`src/rtl/key_step_entry_if.sv`:
```
// Bus between the key/rotor front end and its neighbours.
// The master drives the keypad and rotor-load inputs. The slave returns the
// letter strobe and the rotor positions.
interface key_step_entry_if;
  logic        key_n;
  logic [4:0]  letter_idx;
  logic        load;
  logic [14:0] load_pos;
  logic [25:0] letter_out;
  logic        letter_valid;
  logic        idx_err;
  logic [4:0]  state1;
  logic [4:0]  state2;
  logic [4:0]  state3;

  modport master (
    output key_n, letter_idx, load, load_pos,
    input  letter_out, letter_valid, idx_err, state1, state2, state3
  );

  modport slave (
    input  key_n, letter_idx, load, load_pos,
    output letter_out, letter_valid, idx_err, state1, state2, state3
  );
endinterface

```
`src/rtl/key_step_entry.sv`:
```
// Enigma key entry front end.
// The raw push-button is synchronised and then debounced. Each accepted press
// steps the three rotors, including the middle-rotor double step, and
// presents a one-hot letter with a one-cycle valid strobe.
module key_step_entry #(
  parameter int DEBOUNCE_CYCLES = 500000,
  parameter int CNT_W           = 19,
  parameter int NOTCH1          = 16,
  parameter int NOTCH2          = 4
) (
  input  logic             CLOCK_50,
  input  logic             reset,
  key_step_entry_if.slave  bus
);

  localparam logic [1:0] ST_RELEASED     = 2'd0;
  localparam logic [1:0] ST_PRESS_WAIT   = 2'd1;
  localparam logic [1:0] ST_PRESSED      = 2'd2;
  localparam logic [1:0] ST_RELEASE_WAIT = 2'd3;

  localparam logic [CNT_W-1:0] CNT_LAST = CNT_W'(DEBOUNCE_CYCLES - 1);
  localparam logic [4:0]       N1       = 5'(NOTCH1);
  localparam logic [4:0]       N2       = 5'(NOTCH2);

  // Rotor advance with an explicit 25 -> 0 wrap.
  function automatic logic [4:0] wrap_inc(input logic [4:0] p);
    return (p == 5'd25) ? 5'd0 : p + 5'd1;
  endfunction

  // Out-of-range start positions collapse to A.
  function automatic logic [4:0] clip_pos(input logic [4:0] p);
    return (p > 5'd25) ? 5'd0 : p;
  endfunction

  logic             r_sync1, r_sync2;
  logic [1:0]       r_state;
  logic [CNT_W-1:0] r_cnt;
  logic [25:0]      r_letter_out;
  logic             r_letter_valid;
  logic             r_idx_err;
  logic [4:0]       r_state1, r_state2, r_state3;

  logic             w_key_s;
  logic [1:0]       w_state_nxt;
  logic [CNT_W-1:0] w_cnt_nxt;
  logic             w_accept;
  logic             w_idx_ok;
  logic             w_step2, w_step3;

  assign w_key_s = r_sync2;

  // Two-flop synchroniser. Its reset value of 1 is the idle (released) level.
  always_ff @(posedge CLOCK_50) begin
    // NOTE: sequential state uses non-blocking assignments, so every flop samples pre-edge values.
    if (reset) begin
      r_sync1 <= 1'b1;
      r_sync2 <= 1'b1;
    end else begin
      r_sync1 <= bus.key_n;
      r_sync2 <= r_sync1;
    end
  end

  // Debounce next-state logic. A press is accepted on the last stable count cycle.
  always_comb begin
    // NOTE: defaults first, so that no path through the case statement infers a latch.
    w_state_nxt = r_state;
    w_cnt_nxt   = r_cnt;
    w_accept    = 1'b0;
    case (r_state)
      ST_RELEASED: begin
        if (!w_key_s) begin
          w_state_nxt = ST_PRESS_WAIT;
          w_cnt_nxt   = '0;
        end
      end
      ST_PRESS_WAIT: begin
        if (w_key_s) begin
          w_state_nxt = ST_RELEASED;
          w_cnt_nxt   = '0;
        end else if (r_cnt == CNT_LAST) begin
          w_state_nxt = ST_PRESSED;
          w_cnt_nxt   = '0;
          w_accept    = 1'b1;
        end else begin
          w_cnt_nxt = r_cnt + CNT_W'(1);
        end
      end
      ST_PRESSED: begin
        if (w_key_s) begin
          w_state_nxt = ST_RELEASE_WAIT;
          w_cnt_nxt   = '0;
        end
      end
      ST_RELEASE_WAIT: begin
        if (!w_key_s) begin
          w_state_nxt = ST_PRESSED;
          w_cnt_nxt   = '0;
        end else if (r_cnt == CNT_LAST) begin
          w_state_nxt = ST_RELEASED;
          w_cnt_nxt   = '0;
        end else begin
          w_cnt_nxt = r_cnt + CNT_W'(1);
        end
      end
      default: begin
        w_state_nxt = ST_RELEASED;
        w_cnt_nxt   = '0;
      end
    endcase
  end

  // Debounce state and counter registers.
  always_ff @(posedge CLOCK_50) begin
    if (reset) begin
      r_state <= ST_RELEASED;
      r_cnt   <= '0;
    end else begin
      r_state <= w_state_nxt;
      r_cnt   <= w_cnt_nxt;
    end
  end

  // Stepping decisions are taken from the pre-step rotor positions.
  // The middle rotor double-steps when it sits on its own notch.
  assign w_idx_ok = (bus.letter_idx <= 5'd25);
  assign w_step2  = (r_state1 == N1) || (r_state2 == N2);
  assign w_step3  = (r_state2 == N2);

  // Letter and rotor registers. A load takes priority over an accept in the same cycle.
  always_ff @(posedge CLOCK_50) begin
    if (reset) begin
      r_letter_out   <= '0;
      r_letter_valid <= 1'b0;
      r_idx_err      <= 1'b0;
      r_state1       <= 5'd0;
      r_state2       <= 5'd0;
      r_state3       <= 5'd0;
    end else begin
      r_letter_valid <= 1'b0;
      r_idx_err      <= 1'b0;
      if (bus.load) begin
        r_state1 <= clip_pos(bus.load_pos[4:0]);
        r_state2 <= clip_pos(bus.load_pos[9:5]);
        r_state3 <= clip_pos(bus.load_pos[14:10]);
      end else if (w_accept) begin
        if (w_idx_ok) begin
          r_letter_out   <= 26'd1 << bus.letter_idx;
          r_letter_valid <= 1'b1;
          r_state1       <= wrap_inc(r_state1);
          if (w_step2) r_state2 <= wrap_inc(r_state2);
          if (w_step3) r_state3 <= wrap_inc(r_state3);
        end else begin
          r_idx_err <= 1'b1;
        end
      end
    end
  end

  assign bus.letter_out   = r_letter_out;
  assign bus.letter_valid = r_letter_valid;
  assign bus.idx_err      = r_idx_err;
  assign bus.state1       = r_state1;
  assign bus.state2       = r_state2;
  assign bus.state3       = r_state3;

endmodule

```
`src/flat_wrapper.sv`:
```
// flat-port wrapper written by rule: the top's interface ports become plain ports
module key_step_entry_flat 
#(
  parameter int DEBOUNCE_CYCLES = 500000,
  parameter int CNT_W           = 19,
  parameter int NOTCH1          = 16,
  parameter int NOTCH2          = 4
)
  (CLOCK_50, reset, bus_key_n, bus_letter_idx, bus_load, bus_load_pos, bus_letter_out, bus_letter_valid, bus_idx_err, bus_state1, bus_state2, bus_state3);
  key_step_entry_if bus_i ();
  input  logic CLOCK_50;
  input  logic reset;
  input wire logic [$bits(bus_i.key_n)-1:0] bus_key_n;
  input wire logic [$bits(bus_i.letter_idx)-1:0] bus_letter_idx;
  input wire logic [$bits(bus_i.load)-1:0] bus_load;
  input wire logic [$bits(bus_i.load_pos)-1:0] bus_load_pos;
  output wire logic [$bits(bus_i.letter_out)-1:0] bus_letter_out;
  output wire logic [$bits(bus_i.letter_valid)-1:0] bus_letter_valid;
  output wire logic [$bits(bus_i.idx_err)-1:0] bus_idx_err;
  output wire logic [$bits(bus_i.state1)-1:0] bus_state1;
  output wire logic [$bits(bus_i.state2)-1:0] bus_state2;
  output wire logic [$bits(bus_i.state3)-1:0] bus_state3;
  assign bus_i.key_n = bus_key_n;
  assign bus_i.letter_idx = bus_letter_idx;
  assign bus_i.load = bus_load;
  assign bus_i.load_pos = bus_load_pos;
  assign bus_letter_out = bus_i.letter_out;
  assign bus_letter_valid = bus_i.letter_valid;
  assign bus_idx_err = bus_i.idx_err;
  assign bus_state1 = bus_i.state1;
  assign bus_state2 = bus_i.state2;
  assign bus_state3 = bus_i.state3;
  key_step_entry #(.DEBOUNCE_CYCLES(DEBOUNCE_CYCLES), .CNT_W(CNT_W), .NOTCH1(NOTCH1), .NOTCH2(NOTCH2)) u_core (.CLOCK_50(CLOCK_50), .reset(reset), .bus(bus_i));
endmodule
```
`config.mk`:
```
export PLATFORM = sky130hd
export DESIGN_NAME = key_step_entry_flat
export DESIGN_NICKNAME = d
export VERILOG_FILES = /design/src/rtl/key_step_entry_if.sv /design/src/rtl/key_step_entry.sv /design/src/flat_wrapper.sv
export SDC_FILE = /design/constraint.sdc
export NUM_CORES = 1
export LEC_CHECK = 0
export ABC_AREA = 1
export BUFFER_PORTS_ARGS = -buffer_cell sky130_fd_sc_hd__buf_2
export CAP_MARGIN = 20
export CORE_MARGIN = 4
export CORE_UTILIZATION = 45
export DETAILED_ROUTE_END_ITERATION = 10
export PLACE_DENSITY = 0.77
export SETUP_SLACK_MARGIN = 0.3
export SLEW_MARGIN = 20
export SYNTH_ARGS = -nofsm -noshare
export SYNTH_HDL_FRONTEND = slang
export SYNTH_SLANG_ARGS = --single-unit
```
`constraint.sdc`:
```
create_clock -name CLOCK_50 -period 4.3 [get_ports CLOCK_50]
set_input_delay 0.86 -clock CLOCK_50 [delete_from_list [all_inputs] [get_ports CLOCK_50]]
set_output_delay 0.86 -clock CLOCK_50 [all_outputs]
set_load 0.05 [all_outputs]
```
Word level (Yosys, flattened, before mapping) --
Index checks and enable logic that the tools add are counted.
Storage, ports and cells: ROM bits 0, RAM bits 0, word-level logic and storage cells 82, input bits 24, memories 0, bits in registers 66, bits in latches 0
Operators by class: reductions and logical operators 13, $mul 0, add/subtract/negate cells 4, $lt $le $gt $ge 4, divide/modulo/power cells 0, eq/ne operators 13, bitwise logic cells 2, shift operators 1, multiplexer cells 35
Operator list (number):
- $mux W19 | 5
- $mux W5 | 17
- $pmux W19 S4 | 1
- $shl A1 B5 Y26 const A | 1
- $eq A5 B5 Y1 const B | 4
- $add A19 B1 Y19 const B | 1
- $eq A19 B19 Y1 const B | 1
- $add A5 B1 Y5 const B | 3
- $gt A5 B5 Y1 const B | 3
- $mux W2 | 6
- $reduce_and A3 Y1 | 3
- $pmux W2 S4 | 1
- $reduce_bool A2 Y1 | 4
- $eq A5 B3 Y1 const B | 1
- $le A5 B5 Y1 const B | 1
- $mux W1 | 5
- $eq A2 B2 Y1 const B | 2
- $reduce_and A2 Y1 | 2
- $reduce_and A4 Y1 | 1
- $ne A3 B1 Y1 const B | 1
- $ne A3 B3 Y1 const B | 1
- $reduce_or A3 Y1 | 1
- $eq A2 B1 Y1 const B | 1
- $logic_not A2 Y1 | 1
- other kinds (4) | 5

Logic depth before layout (Yosys ltp) --
Gate-level depths: netlist of run 1.
word-level depth 6, gate-level depth with buffers 11

Least setup slack after synthesis of run 1 --
OpenSTA, ideal clock, no wires.
path kind input port to flip-flop, from input port bus_load, to register u_core.r_state2[2], in the netlist u_core.bus.state2[2], buffers on the path 2, arrival time 1.788 ns, cell stages on the path 7, setup time 0.117 ns, slack 2.395 ns, data required time 4.183 ns, cell sequence buf_2 -> inv_1 -> nand2_1 -> a31o_2 -> buf_2 -> a21oi_1 -> nor2_1
Between the ends: longest elaborated chain between the ends 2, elaborated cells on any way between the ends 5, classes of those cells mux: 1; reduce/logical: 4
Ends and longest elaborated chain:
- start, declared | line flat_wrapper.sv:15 | input wire logic [$bits(bus_i.load)-1:0] bus_load;
- $reduce_bool A2 Y1 (no source line)
- $reduce_and A3 Y1 (no source line)
- end signal, assigned | line key_step_entry.sv:144 | r_state2 <= clip_pos(bus.load_pos[9:5]);
- end signal, assigned | line key_step_entry.sv:151 | if (w_step2) r_state2 <= wrap_inc(r_state2);
- end, declared | line key_step_entry.sv:41 | logic [4:0] r_state1, r_state2, r_state3;
Several ways; a longest one is shown, not always the timed one. A chain may end at the register's enable or synchronous reset.

Worst setup path in the final report of run 1 --
from input port bus_load, to register u_core.r_state2[3], in the netlist u_core.bus.state2[3]
Same word-level chain as after synthesis.

==> results.cfg, run 1 <==
[synth]
synth_top_family_by_area = simple AND/OR/NAND/NOR gates
synthAdderAreaFrac = 0.0306
synth-simple-area-share = 0.400
yosysWarningCount = 0
netlist_area_um2 = 3680
ys_ff_latch = 66
synthCells = 560
yosys.cell_count.top_type = nand2_1
synth_top_area_share = 0.359
ys_types = 38
synth_common_cells = 143 x nand2_1, 102 x nor2_1, 66 x dfxtp_1, 54 x nand3_1, 44 x inv_1
avgSynthCellArea_um2 = 6.57
synth_area_leader_cell = dfxtp_1
synth-edff-count = 0
synth_seq_area_share = 0.359
synth_compound_area_frac = 0.0962
synth_mux_area_frac = 0
netlist_top_cells_area = dfxtp_1 36%, nand2_1 15%, nor2_1 10%, nand3_1 7.3%, inv_1 4.5%
synthXorXnorAreaFrac = 0.0214
synthFlopType = dfxtp_1
async_flop_share = 0
syn_nets = 593

[cts]
clkLatencyLatePin_ns = 0.35
post_cts_buffers = 0
cts_hold_buf = 0
tritoncts = built
cts_sinks = 66
clockBufferDepth = 2
h-tree-depth = 3
cts.repair.resized = 0
path_clk_slew_ns = 0.07
cts_buffers = 9
cts_root_buf = clkbuf_8

[detailed_routing]
drc = 0
drt_iter0_drc = 203
antenna_left = 0
wl_per_cell_um = 11.8
routed_wl_mm = 8.50
vias = 3648
drt_pass1_iterations = 4
avgViaCountPerCell = 5.05

[sta]
worstMarginPinSlew_ns = 0.872
fin_tns_setup_ns = 0
slew_headroom = 0.418
skew_ns = 0.0122
maxClockFrequency_ghz = 0.463
grt_setup_unrepaired = no
finalSetupViolations = 0
period_minus_slack_ns = 2.16
post-route-period-util = 0.502
finalHoldViolations = 0
drv_slew = 0

[cells_and_area]
fin_nets = 648
final_core_util = 0.535
drive_gt1_frac = 0.156
fillCellCount = 792
syn2layout_area_growth_pct = 14.1
num_antenna_cells = 0

[floorplan]
rows = 32
dieArea_um2 = 9690
die_w_um = 98.4
io_pins = 67
die_h_um = 98.4
coreArea_um2 = 7850
start_util = 0.469

[critical_path]
start_kind = input port
crit_required_ns = 4.58
worstPathArrival_ns = 2.44
cp_common_cell = nand2_1
worstPathMaxFanout = 17
worstSetupPathType = in2reg
critPathMaxStageDelay_ns = 0.37
crit_chain = buf_2, inv_1, nand2_1, a31o_2, nand3_1, nand2_1, nor2_1
crit_path_end_kind = flip-flop
crit_slowest_cell = inv_1

[placed_design]
place_congestion = 0.921
place.port_buffers = 66
hpwl_mm = 6.20

[outcome]
status = finished, final reports clean

[pwr]
p_leak_nw = 1.82
powerDensity_nw_per_um2 = 341
irDropWorstVdd_uv = 134

[global_route]
grt_start_max_net_pins = 56
grt.overflow.total = 0
antenna_found_initial = 0
grt_pass1_wl_mm = 14.4
first_global_vias = 3286
grt_use_total = 0.175

[job]
maxCapViolations = 0

[worst_hold_path]
hold_class = reg2reg
[worst paths after layout]
| kind | startpoint | end | slack, ns | depth (start not counted) |
|---|---|---|---|---|
| max | bus_load | u_core.bus.state2[3] | 2.14 | 7 |
| min | u_core.r_sync1 | u_core.r_sync2 | 0.44 | 1 |
| max reg2reg | u_core.r_cnt[0] | u_core.bus.letter_out[6] | 2.16 | 10 |
| min reg2reg | u_core.r_sync1 | u_core.r_sync2 | 0.44 | 1 |
[per-layer routing]
metal | GRT usage | vias to the layer above | part of all wire
li1 | - | 1908 | -
met1 | 0.227 | 1652 | 0.47
met2 | 0.282 | 74 | 0.46
met3 | 0.0354 | 14 | 0.048
met4 | 0.0777 | 0 | 0.016
met5 | 0 | - | 0
[worst max-delay path: cells and delay by family]
family	cells	cell delay, ns
simple gates	4	0.60
buf+inv	2	0.59
compound gates	1	0.37
[power breakdown]
group / switching [mW] / leakage (nW) / internal (mW) / total, mW
registers: 0.0208 / 0.535 / 0.626 / 0.647
clock network: 0.254 / 0.114 / 0.331 / 0.585
logic: 0.143 / 1.17 / 0.0579 / 0.201
total: 0.418 / 1.82 / 1.01 / 1.43
[layout make-up]
cell class,instances,area [µm²],area share
inverter,48,180,0.0429
tap,102,128,0.0304
sequential,66,1320,0.315
timing repair buffer,66,330,0.0786
clock buffer,9,124,0.0295
multi-input combinational,424,2020,0.480
clock inverter,7,100,0.0238
[placed cells by master (no fill, tap or decap), types with 3 or more instances in the layout]
cell type  instances
a21oi_1           29
inv_1             44
nand2_1          143
dfxtp_1           66
or2_2              3
nor2_1           102
clkbuf_8           9
xor2_1             8
buf_2             66
nor3_1            17
nand3_1           54
ha_1               9
o21ai_0           28
nand4_1            9
[flip-flops by register name, summed over array words and instances (netlist names), named ones only]
signal	flops
u_core.r_cnt	19
u_core.r_sync1	1
u_core.bus.idx_err	1
u_core.bus.state3	5
u_core.bus.state1	5
u_core.bus.letter_valid	1
u_core.r_sync2	1
u_core.bus.letter_out	26
u_core.r_state	1
u_core.bus.state2	5
[per-stage QoR]
step	hold slack [ns]	cells	area, µm²	setup slack, ns	total power, mW
2_1_floorplan	0.389	560	3680	2.40	0.815
3_3_place_gp	0.429	706	3980	1.87	0.857
3_5_place_dp	0.423	706	3980	1.80	0.862
4_1_cts	0.452	722	4200	2.16	1.44
5_1_grt	0.457	722	4200	1.94	1.51
6_report	0.437	722	4200	2.14	1.43
[cells by family (layout without fill, tap and decap cells)]
group	after synthesis	count (layout)
compound gates	66	66
flops	66	66
simple gates	340	340
buf+inv	70	130
fa+ha+maj	9	9
xor+xnor	9	9
Power figures use the tool's default switching activity.
==> run 2, diff against run 1 <==
--- a/config.mk
+++ b/config.mk
@@ -5,7 +5,7 @@
 export SDC_FILE = /design/constraint.sdc
 export NUM_CORES = 1
 export LEC_CHECK = 0
-export ABC_AREA = 1
+export ABC_AREA = 0
 export BUFFER_PORTS_ARGS = -buffer_cell sky130_fd_sc_hd__buf_2
 export CAP_MARGIN = 20
 export CORE_MARGIN = 4
==> constraint.sdc (replaced) <==
create_clock -name CLOCK_50 -period 2.2 [get_ports CLOCK_50]
set_input_delay 0.44 -clock CLOCK_50 [delete_from_list [all_inputs] [get_ports CLOCK_50]]
set_output_delay 0.44 -clock CLOCK_50 [all_outputs]
set_load 0.05 [all_outputs]
==> run 2 against run 1 <==
Combinational power up 59%. Wire length up 18%. Highest routed layer unchanged. Sequential share of layout area shrank 3.4 points.
==> results.cfg, run 2 <==
[sta]
finalHoldViolations = 0
finalSetupViolations = 0
slew_headroom = 0.641
post-route-period-util = 0.933
skew_ns = 0.0155
maxClockFrequency_ghz = 0.487
grt_setup_unrepaired = yes
worstMarginPinSlew_ns = 0.538
period_minus_slack_ns = 2.05
drv_slew = 0
holdWs_ns = 0.284

[detailed_routing]
avgViaCountPerCell = 5.65
vias = 3612
drc = 0
antenna_left = 0
drt_pass1_iterations = 4
drt_iter0_drc = 205
wl_per_cell_um = 15.7
routed_wl_mm = 10.0

[synth]
netlist_area_um2 = 3360
synthFlopType = dfxtp_1
yosys.cell_count.top_type = dfxtp_1
synthXorXnorAreaFrac = 0.0339
synthCells = 406
synthAdderAreaFrac = 0.0336
synth_common_cells = 66 x dfxtp_1, 52 x nand2_1, 38 x a21oi_1, 25 x nor2_1, 25 x or3_1
avgSynthCellArea_um2 = 8.27
netlist_top_cells_area = dfxtp_1 39%, nand2_1 5.8%, a21oi_1 5.7%, or3_1 4.7%, ha_1 3.4%
ys_types = 58
synth_mux_area_frac = 0.00634
synth_area_leader_cell = dfxtp_1
syn_nets = 439
async_flop_share = 0
synth-simple-area-share = 0.289
ys_ff_latch = 66
synth_top_family_by_area = simple AND/OR/NAND/NOR gates
synth_top_area_share = 0.394
synth_compound_area_frac = 0.207
synth-edff-count = 0
yosysWarningCount = 0
synth_seq_area_share = 0.394

[critical_path]
crit_required_ns = 2.48
worstSetupPathType = reg2reg
crit_chain = or4b_4, nor3_4, buf_6, nand4_4, buf_6, or3_4, a21oi_2
crit_path_start = u_core.r_cnt[12]
crit_path_end_kind = flip-flop
critPathMaxStageDelay_ns = 0.55
crit_family = simple AND/OR/NAND/NOR gates
worstPathMaxFanout = 6
worstReg2RegEnd = u_core.bus.letter_out[24]
critPathBufInv = 2
reg2reg_from = u_core.r_cnt[12]
cp_common_cell = buf_6
cp.depth = 7
start_kind = flip-flop
r2r_cells = 7
crit_end = u_core.bus.letter_out[24]
worstPathArrival_ns = 2.33
crit_slowest_cell = or4b_4
r2r_slack_ns = 0.15

[pwr]
power_mw = 2.65
switching_share = 0.278
p_int_mw = 1.91
p_leak_nw = 1.93
p_sw_mw = 0.738
comb_power_share = 0.121
irDropWorstVdd_uv = 304
clockPowerShare = 0.410
p_seq_frac = 0.469
powerDensity_nw_per_um2 = 552

[global_route]
grt_use_total = 0.199
first_global_vias = 2963
grt_pass1_wl_mm = 14.2
antenna_found_initial = 0
grt_start_max_net_pins = 50
grt.overflow.total = 0

[floorplan]
coreArea_um2 = 7250
die_h_um = 94.4
die_w_um = 94.4
dieArea_um2 = 8900
rows = 31
start_util = 0.463
io_pins = 67

[cells_and_area]
drive_gt1_frac = 0.398
syn2layout_area_growth_pct = 43.1
largest_register_ffs = 26
layout.cells.most_common_list = 67 x buf_2, 52 x nand2_1, 52 x dfxtp_1
num_antenna_cells = 0
fin_nets = 568
final_common_cell = buf_2

[cts]
cts_buffers = 9
cts_root_buf = clkbuf_8
tritoncts = built
h-tree-depth = 3
cts_hold_buf = 0
path_clk_slew_ns = 0.07
cts_sinks = 66
clkLatencyLatePin_ns = 0.36
clockBufferDepth = 2

[placed_design]
place_congestion = 0.855
hpwl_mm = 6.12
place.port_buffers = 66

[job]
maxCapViolations = 0

[outcome]
status = finished, final reports clean

[worst_hold_path]
hold_class = in2reg
run 2: cell types whose count changed in the layout (fill, tap and decap cells not counted), sizes merged, moves of 28 or more:
cell   change
nor2      -79
buf       +65
inv       -34
nand3     -34
or3       +28
nand2     -94
run 2: final cells by class:
cell class                 count  area (µm²)
inverter                      15        56.3
tap                           99         124
clock buffer                  10         149
timing repair buffer         131         892
sequential                    66        1350
clock inverter                 6        63.8
fill                         537        2450
multi-input combinational    312        2170
run 2: what timing repair did:
item / CTS / global route
gates resized for setup: 10 / 54
setup endpoints to repair: 49 / 53
setup buffers: 13 / 13
pin swaps: 10 / 24
cloned: 2 / 1
run 2: kinds of logic after synthesis:
logic type / count (synthesis)
AND/OR/NAND/NOR: 179
AO/OA/AOI/OAI: 107
flip-flops: 66
buffers and inverters: 30
XOR/XNOR: 13
adder cells (fa/ha/maj): 9
multiplexers: 2
run 2: power groups by stage:
stage | registers (mW) | logic (mW) | clock network [mW]
floorplan | 1.33 | 0.133 | 0
global placement | 1.27 | 0.283 | 0
detailed placement | 1.27 | 0.286 | 0
CTS | 1.24 | 0.294 | 1.10
global route | 1.25 | 0.344 | 1.15
finish | 1.24 | 0.320 | 1.09
run 2: per-layer routing:
metal	vias to the layer above	GRT usage	share of wire	wire length [µm]
met1	1704	0.270	0.42	4260
met2	126	0.311	0.49	4960
met4	0	0.0722	0.027	274
met3	31	0.0438	0.054	544
met5	-	0	0	0
li1	1751	-	-	-
run 2: how the worst min path moves through the flow:
stage / from / end / slack (ns) / cells after the start
finish: bus_key_n / u_core.r_sync1 / 0.28 / 2
global route: bus_key_n / u_core.r_sync1 / 0.28 / 2
CTS: bus_key_n / u_core.r_sync1 / 0.27 / 2
detailed placement: u_core.r_sync1 / u_core.r_sync2 / 0.41 / 1
global placement: u_core.r_sync1 / u_core.r_sync2 / 0.39 / 1
floorplan: u_core.r_sync1 / u_core.r_sync2 / 0.39 / 1
run 2: per-stage QoR:
stage               setup WS (ns)  area (µm²)  utilization  setup TNS, ns  instances
global placement           0.0274        4080        0.563              0        594
floorplan                   0.258        3430            -              0        406
finish                      0.148        4800        0.662              0        639
detailed placement        -0.0489        4080        0.563         -0.291        594
global route               0.0847        4800        0.662              0        639
CTS                         0.101        4480        0.618              0        625
